<file path="src/rtl/pe_array_seq_if.sv">
// Host/feeder handshake bundle for the systolic-array sequencer.
// master = host/feeder side, slave = sequencer side.
interface pe_array_seq_if #(
    parameter int K_W    = 8,
    parameter int STEP_W = 9
);
    logic              start;
    logic [K_W-1:0]    k_len;
    logic              abort;
    logic              buf_rd_en;
    logic [STEP_W-1:0] buf_addr;
    logic              load_in;
    logic              pe_rst;
    logic              busy;
    logic              done;
    logic              err;

    modport master (
        output start, k_len, abort,
        input  buf_rd_en, buf_addr, load_in, pe_rst, busy, done, err
    );

    modport slave (
        input  start, k_len, abort,
        output buf_rd_en, buf_addr, load_in, pe_rst, busy, done, err
    );
endinterface

</file>
<file path="src/rtl/pe_array_seq.sv">
// Wavefront sequencer for an N x N int MAC systolic array.
// Clear, then fetch/feed/wait once per skewed step, then pulse done.
module pe_array_seq #(
    parameter int N       = 4,
    parameter int K_W     = 8,
    parameter int STEP_W  = 9,
    parameter int MUL_LAT = 4
) (
    input  logic clk,
    input  logic rst,
    pe_array_seq_if.slave bus
);
    localparam int WAIT_W = (MUL_LAT > 1) ? $clog2(MUL_LAT) : 1;
    localparam logic [STEP_W-1:0] LAST_OFS = STEP_W'(2 * N - 3);
    localparam logic [WAIT_W-1:0] WAIT_END = WAIT_W'(MUL_LAT - 1);

    typedef enum logic [2:0] {
        S_IDLE,
        S_CLEAR,
        S_FETCH,
        S_FEED,
        S_WAIT,
        S_DONE
    } state_t;

    state_t            state_q;
    logic [STEP_W-1:0] step_q;
    logic [STEP_W-1:0] last_q;
    logic [WAIT_W-1:0] wait_q;
    logic [STEP_W-1:0] addr_q;
    logic              rd_en_q;
    logic              load_q;
    logic              pe_rst_q;
    logic              busy_q;
    logic              done_q;
    logic              err_q;

    logic [STEP_W-1:0] step_d;
    logic              wait_end_d;
    logic              last_step_d;

    assign step_d      = step_q + STEP_W'(1);
    assign wait_end_d  = (wait_q == WAIT_END);
    assign last_step_d = (step_q == last_q);

    // Outputs are registered: each is set alongside the state it belongs to.
    always_ff @(posedge clk or negedge rst) begin
        if (!rst) begin
            state_q  <= S_IDLE;
            step_q   <= '0;
            last_q   <= '0;
            wait_q   <= '0;
            addr_q   <= '0;
            rd_en_q  <= 1'b0;
            load_q   <= 1'b0;
            pe_rst_q <= 1'b1;
            busy_q   <= 1'b0;
            done_q   <= 1'b0;
            err_q    <= 1'b0;
        end else begin
            rd_en_q  <= 1'b0;
            load_q   <= 1'b0;
            pe_rst_q <= 1'b0;
            done_q   <= 1'b0;
            err_q    <= 1'b0;
            if (bus.abort && state_q != S_IDLE) begin
                state_q  <= S_IDLE;
                pe_rst_q <= 1'b1;
                busy_q   <= 1'b0;
            end else begin
                unique case (state_q)
                    S_IDLE: begin
                        if (bus.start && !bus.abort) begin
                            if (bus.k_len != '0) begin
                                state_q  <= S_CLEAR;
                                last_q   <= STEP_W'(bus.k_len) + LAST_OFS;
                                step_q   <= '0;
                                pe_rst_q <= 1'b1;
                                busy_q   <= 1'b1;
                            end else begin
                                err_q <= 1'b1;
                            end
                        end
                    end
                    S_CLEAR: begin
                        state_q <= S_FETCH;
                        rd_en_q <= 1'b1;
                        addr_q  <= step_q;
                    end
                    S_FETCH: begin
                        state_q <= S_FEED;
                        load_q  <= 1'b1;
                    end
                    S_FEED: begin
                        state_q <= S_WAIT;
                        wait_q  <= '0;
                    end
                    S_WAIT: begin
                        if (!wait_end_d) begin
                            wait_q <= wait_q + WAIT_W'(1);
                        end else if (last_step_d) begin
                            state_q <= S_DONE;
                            done_q  <= 1'b1;
                        end else begin
                            state_q <= S_FETCH;
                            step_q  <= step_d;
                            addr_q  <= step_d;
                            rd_en_q <= 1'b1;
                        end
                    end
                    S_DONE: begin
                        state_q <= S_IDLE;
                        busy_q  <= 1'b0;
                    end
                    default: begin
                        state_q <= S_IDLE;
                        busy_q  <= 1'b0;
                    end
                endcase
            end
        end
    end

    assign bus.buf_rd_en = rd_en_q;
    assign bus.buf_addr  = addr_q;
    assign bus.load_in   = load_q;
    assign bus.pe_rst    = pe_rst_q;
    assign bus.busy      = busy_q;
    assign bus.done      = done_q;
    assign bus.err       = err_q;
endmodule

</file>
<file path="src/flat_wrapper.sv">
// flat-port wrapper written by rule: the top's interface ports become plain ports
module pe_array_seq_flat 
#(
    parameter int N       = 4,
    parameter int K_W     = 8,
    parameter int STEP_W  = 9,
    parameter int MUL_LAT = 4
)
  (clk, rst, bus_start, bus_k_len, bus_abort, bus_buf_rd_en, bus_buf_addr, bus_load_in, bus_pe_rst, bus_busy, bus_done, bus_err);
  pe_array_seq_if #(.K_W(K_W), .STEP_W(STEP_W)) bus_i ();
  input  logic clk;
  input  logic rst;
  input wire logic [$bits(bus_i.start)-1:0] bus_start;
  input wire logic [$bits(bus_i.k_len)-1:0] bus_k_len;
  input wire logic [$bits(bus_i.abort)-1:0] bus_abort;
  output wire logic [$bits(bus_i.buf_rd_en)-1:0] bus_buf_rd_en;
  output wire logic [$bits(bus_i.buf_addr)-1:0] bus_buf_addr;
  output wire logic [$bits(bus_i.load_in)-1:0] bus_load_in;
  output wire logic [$bits(bus_i.pe_rst)-1:0] bus_pe_rst;
  output wire logic [$bits(bus_i.busy)-1:0] bus_busy;
  output wire logic [$bits(bus_i.done)-1:0] bus_done;
  output wire logic [$bits(bus_i.err)-1:0] bus_err;
  assign bus_i.start = bus_start;
  assign bus_i.k_len = bus_k_len;
  assign bus_i.abort = bus_abort;
  assign bus_buf_rd_en = bus_i.buf_rd_en;
  assign bus_buf_addr = bus_i.buf_addr;
  assign bus_load_in = bus_i.load_in;
  assign bus_pe_rst = bus_i.pe_rst;
  assign bus_busy = bus_i.busy;
  assign bus_done = bus_i.done;
  assign bus_err = bus_i.err;
  pe_array_seq #(.N(N), .K_W(K_W), .STEP_W(STEP_W), .MUL_LAT(MUL_LAT)) u_core (.clk(clk), .rst(rst), .bus(bus_i));
endmodule
</file>
<file path="config.mk">
export PLATFORM = sky130hd
export DESIGN_NAME = pe_array_seq_flat
export DESIGN_NICKNAME = d
export VERILOG_FILES = /design/src/rtl/pe_array_seq_if.sv /design/src/rtl/pe_array_seq.sv /design/src/flat_wrapper.sv
export SDC_FILE = /design/constraint.sdc
export NUM_CORES = 1
export LEC_CHECK = 0
export ABC_AREA = 1
export BUFFER_PORTS_ARGS = -buffer_cell sky130_fd_sc_hd__buf_4
export CORE_MARGIN = 10
export CORE_UTILIZATION = 45
export CTS_BUF_LIST = sky130_fd_sc_hd__clkbuf_8 sky130_fd_sc_hd__clkbuf_16
export DETAILED_ROUTE_END_ITERATION = 8
export GPL_TIMING_DRIVEN = 0
export HOLD_SLACK_MARGIN = 0.05
export PLACE_DENSITY = 0.74
export SLEW_MARGIN = 10
export SYNTH_ARGS = -nofsm -noshare
export SYNTH_HDL_FRONTEND = slang
export SYNTH_SLANG_ARGS = --single-unit
</file>
<file path="constraint.sdc">
create_clock -name clk -period 2 [get_ports clk]
set_input_delay 0.4 -clock clk [delete_from_list [all_inputs] [get_ports clk]]
set_output_delay 0.4 -clock clk [all_outputs]
set_load 0.02 [all_outputs]
</file>
==> results of run 1 <==
## state kept, by name, indices dropped and copies added (netlist names)
signal	flops
u_core.bus.err	1
u_core.bus.busy	1
u_core.bus.load_in	1
u_core.last_q	9
u_core.bus.pe_rst	1
u_core.bus.done	1
u_core.bus.buf_addr	9
u_core.wait_q	2
u_core.bus.buf_rd_en	1
u_core.step_q	9
u_core.state_q	3
## cells in the final DEF (no fill, tap or decap)
master	netlist	final
nand3_1	39	39
dfstp_2	1	1
buf_6	2	2
o211ai_1	1	1
a21oi_2	1	1
xor2_1	4	4
clkinv_2	1	1
nand2_4	1	1
nor3_1	1	1
nand2_1	117	117
nand3_4	1	1
a21oi_1	1	1
clkbuf_8	0	6
or2_0	1	1
nor2_1	19	19
inv_1	35	36
nor2_4	3	3
dfrtp_1	37	37
nor2_2	4	4
inv_2	5	5
xnor2_1	5	5
buf_2	3	3
nor4_1	1	1
nand2_2	5	5
nand3_2	1	1
ha_1	5	5
bufinv_16	0	1
nand4_1	3	3
o21ai_0	13	13
buf_4	0	26
## cells by family after synthesis
kind of cell | after synthesis | synth area share [%]
adder cells (fa/ha/maj) | 5 | 2.79
AO/OA/AOI/OAI | 16 | 3.85
AND/OR/NAND/NOR | 196 | 38.8
flip-flops | 38 | 42.4
buffers and inverters | 46 | 8.59
XOR/XNOR | 9 | 3.51
## metal layers
layer	routed length [um]	global-route usage, %	share of wire (%)	vias up
met2	2030	20.5	44	52
li1	-	-	-	1037
met3	288	2.91	6.2	8
met5	0	0	0	-
met4	103	6.10	2.2	0
met1	2220	14.9	48	883
## layout make-up
type | instances | area, sq um | share of cell area [%]
Timing Repair Buffer | 26 | 195 | 7.40
Tap cell | 67 | 83.8 | 3.18
Buffer | 5 | 37.5 | 1.42
Inverter | 41 | 155 | 5.88
Clock inverter | 2 | 33.8 | 1.28
Multi-Input combinational cell | 226 | 1100 | 41.6
Sequential cell | 38 | 952 | 36.1
Clock buffer | 6 | 82.6 | 3.13
## worst max-delay path: stages, from the launching register on
cell	delay (ns)
dfrtp_1	0.42
nor2_2	0.20
nand2_2	0.09
nand2_2	0.12
o211ai_1	0.14
nor2_4	0.30
nand2_4	0.14
nand2_1	0.08
nand2_1	0.05
## worst min path at each step
stage	slack (ns)	end	cells after the start
floorplan	0.10	u_core.bus.buf_addr[0]	0
global placement	0.40	u_core.step_q[5]	1
detailed placement	0.40	u_core.bus.buf_addr[8]	1
CTS	0.08	u_core.bus.buf_addr[7]	1
global route	0.09	u_core.step_q[3]	1
finish	0.05	u_core.bus.buf_addr[8]	1
## power by group
group          switching, mW  internal (mW)  leakage, nW
Clock                  0.269          0.401       0.0626
Sequential             0.114          0.936        0.508
Combinational          0.623          0.335        0.954
## stage by stage
step | instance area (sq um) | cells
2_1_floorplan | 2240 | 310
3_3_place_gp | 2520 | 403
3_5_place_dp | 2520 | 403
4_1_cts | 2640 | 411
5_1_grt | 2640 | 411
6_report | 2640 | 411
==> impl_metrics.env, run 1 <==
export IMPL_dieHeight_um=90.6
export IMPL_drc=0
export IMPL_netlist_top_cells_count="117 x nand2_1, 39 x nand3_1, 37 x dfrtp_1"
export IMPL_postCtsResizedCells=0
export IMPL_finish_utilization_pct=55.1
export IMPL_fin_crit_sh_pct=83.3
export IMPL_power_mw=2.68
export IMPL_drv_slew=0
export IMPL_clock_path_buffers=2
export IMPL_synth_edff_count=0
export IMPL_areaGrowthSynthToFinish_pct=17.6
export IMPL_wirelength_um=4640
export IMPL_synth_nets=327
export IMPL_yosysMostFrequentCell="nand2_1"
export IMPL_gp_congestion=0.850
export IMPL_rsz0062_at_grt="no"
export IMPL_synth_warnings=0
export IMPL_synth_ff_type="dfrtp_1"
export IMPL_root_buffer="clkbuf_8"
export IMPL_setup_slack_ns=0.335
export IMPL_fillCellCount=494
export IMPL_core_sq_um=4790
export IMPL_clock_skew_ns=0.00654
export IMPL_netlist_instances=310
export IMPL_h_tree_depth=2
export IMPL_crit_path_end="u_core.step_q[2]"
export IMPL_layout_drive_gt1_share_pct=17.7
export IMPL_postCtsSetupBuffers=0
export IMPL_relSlewSlack_pct=68.3
export IMPL_power_density_nw_per_um2=1020
export IMPL_required_ns=2.18
export IMPL_r2r_end="u_core.step_q[2]"
export IMPL_drt_iter0_markers=125
export IMPL_cts_tree="built"
export IMPL_antenna_found_initial=0
export IMPL_clkSinkCount=38
export IMPL_cp_arrival_ns=1.85
export IMPL_fp_dieArea_sq_um=8210
export IMPL_io_pins=27
export IMPL_setup_viol=0
export IMPL_cp_max_fo=10
export IMPL_hold_buffers=0
export IMPL_start_util_pct=46.9
export IMPL_synth_top_area_cell="dfrtp_1"
export IMPL_path_class="flip-flop to flip-flop"
export IMPL_syn_avg_cell_area_sq_um=7.24
export IMPL_antenna_cells=0
export IMPL_row_count=25
export IMPL_fp_dieW_um=90.6
export IMPL_clk_pin_slew_ns=0.08
export IMPL_timing_max_cap_violations=0
export IMPL_place_ws_ns=0.282
export IMPL_nNetsFinal=360
export IMPL_dp_hpwl_um=3600
export IMPL_ys_seq_area_share_pct=42.4
export IMPL_cts_buffers=5
export IMPL_netlist_area_sq_um=2240
export IMPL_leakage_nw=1.52
export IMPL_worst_ir_drop_vdd_v=0.000362
export IMPL_clk_latency_ns=0.29
export IMPL_synth_area_leaders="dfrtp_1 41%, nand2_1 20%, nand3_1 8.7%"
export IMPL_r2r_start="u_core.state_q[1]"
export IMPL_worst_r2r_path_depth=8
export IMPL_setup_tns_ns=0
export IMPL_grt_max_degree=39
export IMPL_synth_cell_types=27
export IMPL_final_hold_viol_count=0
export IMPL_worst_slew_pin_slew_ns=0.476
export IMPL_min_period_ns=1.67
export IMPL_synth_seq_cells=38
export IMPL_r2r_slack_ns=0.33
export IMPL_overflow=0
export IMPL_whs_ns=0.0543
export IMPL_grt_pass1_wl_um=8660
export IMPL_crit_path_start_kind="flip-flop"
export IMPL_crit_start="u_core.state_q[1]"
export IMPL_antenna_left=0
export IMPL_firstDrtPassIters=4
export IMPL_min_path_type="input port to async pin"
export IMPL_wl_per_cell_um=11.3
export IMPL_via_per_inst=4.82
export IMPL_outcome="finished, final reports clean"
export IMPL_crit_path_end_kind="flip-flop"
export IMPL_vias=1980
export IMPL_grt_pass1_vias=1981
export IMPL_fmax_ghz=0.601
export IMPL_async_reset_ff_share_pct=100
export IMPL_grt_usage_pct=12.5
export IMPL_yosysTopAreaCellShare_pct=41.3
export IMPL_portBuffers=26
No activity file was read; power rests on OpenSTA's default activity.
==> run 2: changes to the inputs <==
==> constraint.sdc (replaced) <==
create_clock -name clk -period 1.75 [get_ports clk]
set_input_delay 0.35 -clock clk [delete_from_list [all_inputs] [get_ports clk]]
set_output_delay 0.35 -clock clk [all_outputs]
set_load 0.02 [all_outputs]
==> impl_metrics.env, run 2 (same netlist as run 1, synthesis figures left out) <==
export IMPL_worst_ir_drop_vdd_v=0.000414
export IMPL_rsz0062_at_grt="no"
export IMPL_fp_dieArea_sq_um=8210
export IMPL_overflow=0
export IMPL_grt_pass1_vias=1981
export IMPL_final_common_cell="nand2_1"
export IMPL_grt_pass1_wl_um=8660
export IMPL_antenna_found_initial=0
export IMPL_seq_area_sq_um=952
export IMPL_relSlewSlack_pct=68.5
export IMPL_wirelength_um=4700
export IMPL_pwr_share_comb_pct=37.9
export IMPL_cp_max_fo=10
export IMPL_io_pins=27
export IMPL_whs_ns=0.252
export IMPL_drv_slew=0
export IMPL_row_count=25
export IMPL_drt_iter0_markers=130
export IMPL_dp_hpwl_um=3600
export IMPL_worst_path_most_repeated_cell="nand2_1"
export IMPL_leakage_nw=1.55
export IMPL_post_dp_cell_area_sq_um=2520
export IMPL_swShare_pct=37.0
export IMPL_drc=0
export IMPL_postCtsResizedCells=0
export IMPL_setup_tns_ns=0
export IMPL_crit_path_start_kind="flip-flop"
export IMPL_layout_drive_gt1_share_pct=18.4
export IMPL_dieHeight_um=90.6
export IMPL_gp_congestion=0.850
export IMPL_cts_buffers=5
export IMPL_cts_tree="built"
export IMPL_stdcell_area_sq_um=2680
export IMPL_r2r_slack_ns=0.17
export IMPL_root_buffer="clkbuf_8"
export IMPL_setup_viol=0
export IMPL_hp_start="bus_abort"
export IMPL_clock_skew_ns=0.00660
export IMPL_clkSinkCount=38
export IMPL_start_util_pct=46.9
export IMPL_outcome="finished, final reports clean"
export IMPL_mostFrequentLayoutCells="117 x nand2_1, 39 x nand3_1, 37 x dfrtp_1"
export IMPL_antenna_cells=0
export IMPL_crit_start="u_core.state_q[1]"
export IMPL_clk_latency_ns=0.29
export IMPL_clock_path_buffers=2
export IMPL_cp_arrival_ns=1.76
export IMPL_core_sq_um=4790
export IMPL_clk_pin_slew_ns=0.08
export IMPL_cpPeakStageDelay_ns=0.42
export IMPL_fin_crit_sh_pct=90.4
export IMPL_worst_slew_pin_slew_ns=0.473
export IMPL_grt_max_degree=39
export IMPL_areaGrowthSynthToFinish_pct=19.6
export IMPL_power_density_nw_per_um2=1180
export IMPL_timing_max_cap_violations=0
export IMPL_required_ns=1.93
export IMPL_min_period_ns=1.58
export IMPL_via_per_inst=4.80
export IMPL_nNetsFinal=364
export IMPL_wl_per_cell_um=11.3
export IMPL_power_frac_seq_pct=37.9
export IMPL_min_path_type="input port to flip-flop"
export IMPL_portBuffers=26
export IMPL_final_hold_viol_count=0
export IMPL_finish_utilization_pct=56.1
export IMPL_p_int_mw=2.00
export IMPL_multi_input_area_sq_um=1100
export IMPL_h_tree_depth=2
export IMPL_fmax_ghz=0.632
export IMPL_crit_path_end_kind="flip-flop"
export IMPL_vias=1990
export IMPL_p_switching_mw=1.17
export IMPL_antenna_left=0
export IMPL_fin_cells=415
export IMPL_crit_path_cell_trace="inv_1 -> nand2_2 -> nor2_4 -> nand2_1 -> nand2_1 -> nand2_1 -> clkinv_2 -> nand2_2 -> nand2_1 -> nand2_1"
export IMPL_fp_dieW_um=90.6
export IMPL_crit_slowest_cell="dfrtp_1"
export IMPL_path_class="flip-flop to flip-flop"
export IMPL_placed_cells=403
export IMPL_clkPwrFrac_pct=24.2
export IMPL_grt_usage_pct=12.5
export IMPL_firstDrtPassIters=4
export IMPL_r2r_start="u_core.state_q[1]"
export IMPL_fillCellCount=485
run 2: layout make-up:
cell class,instances,share of cell area [%]
tap,67,3.12
buffer,5,1.40
timing repair buffer,30,8.95
clock buffer,6,3.08
multi-input combinational,226,40.9
inverter,41,5.78
clock inverter,2,1.26
sequential,38,35.5
run 2: through the flow:
step / worst slack (ns) / total power [mW]
after global placement: 0.0893 / 2.30
after global routing: 0.0410 / 3.43
after detailed placement: 0.0815 / 2.32
after CTS: 0.0915 / 3.10
final: 0.169 / 3.16
after floorplan: 0.367 / 2.02
run 2: final timing paths:
| kind | depth (start not counted) | end |
|---|---|---|
| min in group asynchronous | 2 | u_core.bus.buf_addr[8] |
| max in group asynchronous | 2 | u_core.bus.pe_rst |
| worst min register to register | 2 | u_core.bus.buf_addr[0] |
| worst max-delay path | 10 | u_core.bus.buf_addr[4] |
| worst min-delay path | 2 | u_core.bus.load_in |
| worst max register to register | 10 | u_core.bus.buf_addr[4] |
run 2: metal layers:
metal | wire length [um] | share of wire (%) | global-route usage [%]
met1 | 2270 | 48 | 14.9
met2 | 2070 | 44 | 20.5
met3 | 263 | 5.6 | 2.91
met4 | 100 | 2.1 | 6.10
met5 | 0 | 0 | 0
run 2: critical path: cells and delay by family, from the launching register on:
family,cells,cell delay (ns)
buf+inv,2,0.22
simple gates,8,0.82
flops,1,0.42
run 2: what timing repair did:
item	CTS	global route
endpoints found under the hold margin	37	0
setup buffers	0	3
setup endpoints to repair	0	9
hold buffers	1	0
run 2: power groups by stage:
| stage | combinational, mW | clock [mW] | sequential, mW |
|---|---|---|---|
| global route | 1.37 | 0.828 | 1.23 |
| CTS | 1.11 | 0.788 | 1.20 |
| detailed placement | 1.11 | 0 | 1.21 |
| global placement | 1.09 | 0 | 1.21 |
| floorplan | 0.767 | 0 | 1.25 |
| finish | 1.20 | 0.764 | 1.20 |
==> run 3: changes to the inputs <==
--- a/config.mk
+++ b/config.mk
@@ -7,7 +7,6 @@
 export LEC_CHECK = 0
 export ABC_AREA = 1
 export BUFFER_PORTS_ARGS = -buffer_cell sky130_fd_sc_hd__buf_4
-export CORE_MARGIN = 10
 export CORE_UTILIZATION = 45
 export CTS_BUF_LIST = sky130_fd_sc_hd__clkbuf_8 sky130_fd_sc_hd__clkbuf_16
 export DETAILED_ROUTE_END_ITERATION = 8
==> impl_metrics.env, run 3 (same netlist as run 1, synthesis figures left out) <==
export IMPL_outcome="finished, final reports clean"
export IMPL_clkSinkCount=38
export IMPL_grt_pass1_vias=1794
export IMPL_firstDrtPassIters=4
export IMPL_path_class="flip-flop to flip-flop"
export IMPL_areaGrowthSynthToFinish_pct=18.6
export IMPL_gp_congestion=0.829
export IMPL_p_int_mw=1.88
export IMPL_core_sq_um=4750
export IMPL_start_util_pct=47.2
export IMPL_clk_pin_slew_ns=0.07
export IMPL_dp_hpwl_um=3420
export IMPL_worst_ir_drop_vdd_v=0.000534
export IMPL_clock_path_buffers=2
export IMPL_rsz0062_at_grt="no"
export IMPL_worst_slew_pin_slew_ns=0.471
export IMPL_io_pins=27
export IMPL_nNetsFinal=363
export IMPL_crit_path_start_kind="flip-flop"
export IMPL_crit_path_cell_trace="inv_1 -> nand2_2 -> nor2_2 -> nand2_1 -> nand2_1 -> nor2_4 -> nand2_4 -> nand2_1 -> nand2_1"
export IMPL_power_frac_seq_pct=39.6
export IMPL_setup_tns_ns=0
export IMPL_via_per_inst=4.74
export IMPL_fillCellCount=487
export IMPL_placed_cells=403
export IMPL_worst_path_buf_inv=1
export IMPL_min_path_type="input port to flip-flop"
export IMPL_p_switching_mw=1.17
export IMPL_drv_slew=0
export IMPL_finish_utilization_pct=56.0
export IMPL_fin_crit_sh_pct=90.5
export IMPL_setup_viol=0
export IMPL_drt_iter0_markers=173
export IMPL_required_ns=1.94
export IMPL_cp_max_fo=10
export IMPL_grt_usage_pct=20.0
export IMPL_grt_pass1_wl_um=8010
export IMPL_final_hold_viol_count=0
export IMPL_cpPeakStageDelay_ns=0.43
export IMPL_wl_per_cell_um=11.0
export IMPL_antenna_cells=0
export IMPL_mostFrequentLayoutCells="117 x nand2_1, 39 x nand3_1, 37 x dfrtp_1"
export IMPL_worst_path_most_repeated_cell="nand2_1"
export IMPL_antenna_left=0
export IMPL_h_tree_depth=2
export IMPL_fp_dieArea_sq_um=5270
export IMPL_clock_skew_ns=0.00468
export IMPL_wirelength_um=4570
export IMPL_clkPwrFrac_pct=24.1
export IMPL_fp_dieW_um=72.6
export IMPL_root_buffer="clkbuf_8"
export IMPL_layout_drive_gt1_share_pct=18.4
export IMPL_portBuffers=26
export IMPL_min_period_ns=1.58
export IMPL_fin_cells=414
export IMPL_cts_tree="built"
export IMPL_relSlewSlack_pct=68.6
export IMPL_whs_ns=0.253
export IMPL_power_density_nw_per_um2=1150
export IMPL_swShare_pct=38.4
export IMPL_row_count=25
export IMPL_dieHeight_um=72.6
export IMPL_fmax_ghz=0.632
export IMPL_cp_arrival_ns=1.78
export IMPL_vias=1961
export IMPL_grt_max_degree=39
export IMPL_clk_latency_ns=0.30
export IMPL_crit_path_end_kind="flip-flop"
export IMPL_overflow=0
export IMPL_cpLargestDelayFamily="simple AND/OR/NAND/NOR gates"
export IMPL_crit_slowest_cell="dfrtp_1"
export IMPL_drc=0
export IMPL_antenna_found_initial=0
export IMPL_cts_buffers=5
export IMPL_timing_max_cap_violations=0
export IMPL_pwr_share_comb_pct=36.3
export IMPL_final_common_cell="nand2_1"
export IMPL_leakage_nw=1.54
[run 3: metal layers]
metal  part of all wire (%)  GRT usage, %  up-vias  routed length (um)
met5                      0             0        -                   0
met2                     45          31.6       53                2070
met4                    1.5          7.19        0                  70
met1                     48          26.7      868                2200
met3                    5.0          5.11        6                 229
li1                       -             -     1034                   -
[run 3: final timing paths]
path                                        start                endpoint  slack [ns]  depth (start not counted)
max reg2reg                     u_core.state_q[1]        u_core.step_q[3]        0.17                          9
max in group asynchronous                     rst       u_core.bus.pe_rst        0.85                          2
min                                     bus_abort      u_core.bus.load_in        0.25                          2
max                             u_core.state_q[1]        u_core.step_q[3]        0.17                          9
min reg2reg                u_core.bus.buf_addr[0]  u_core.bus.buf_addr[0]        0.48                          2
min in group asynchronous                     rst  u_core.bus.buf_addr[6]        0.54                          2
[run 3: per-stage QoR]
| step | cell area, sq um | total power [mW] | worst slack [ns] |
|---|---|---|---|
| final | 2660 | 3.05 | 0.167 |
| after global routing | 2660 | 3.29 | 0.0110 |
| after CTS | 2640 | 3.07 | 0.135 |
| after detailed placement | 2520 | 2.33 | 0.0585 |
| after global placement | 2520 | 2.30 | 0.0766 |
| after floorplan | 2240 | 2.02 | 0.367 |
[run 3: repair_timing]
item,in CTS,in global routing
buffers inserted,0,2
gates resized for setup,0,1
endpoints found under the hold margin,37,0
hold buffers,1,0
setup endpoints to repair,0,4
[run 3: power groups by stage]
stage          logic (mW)  clock network, mW  registers, mW
2_1_floorplan       0.767                  0           1.25
3_3_place_gp         1.09                  0           1.21
3_5_place_dp         1.11                  0           1.22
4_1_cts              1.11              0.753           1.20
5_1_grt              1.27              0.788           1.24
6_report             1.11              0.736           1.21
[run 3: worst register-to-register path, cell delays in order (launching register included)]
cell and delay (ns):
dfrtp_1 0.43, inv_1 0.09, nand2_2 0.11, nor2_2 0.09, nand2_1 0.09, nand2_1 0.09
nor2_4 0.29, nand2_4 0.14, nand2_1 0.08, nand2_1 0.05
[run 3: area by class of cell]
cell class | count | area (sq um) | share of cell area (%)
multi-input cells | 226 | 1100 | 41.5
repair buffers | 29 | 220 | 8.27
clock buffers | 5 | 68.8 | 2.59
clock inverters | 3 | 40.0 | 1.50
inverters | 41 | 155 | 5.83
flip-flops and latches | 38 | 952 | 35.8
well taps | 67 | 83.8 | 3.15
plain buffers | 5 | 37.5 | 1.41
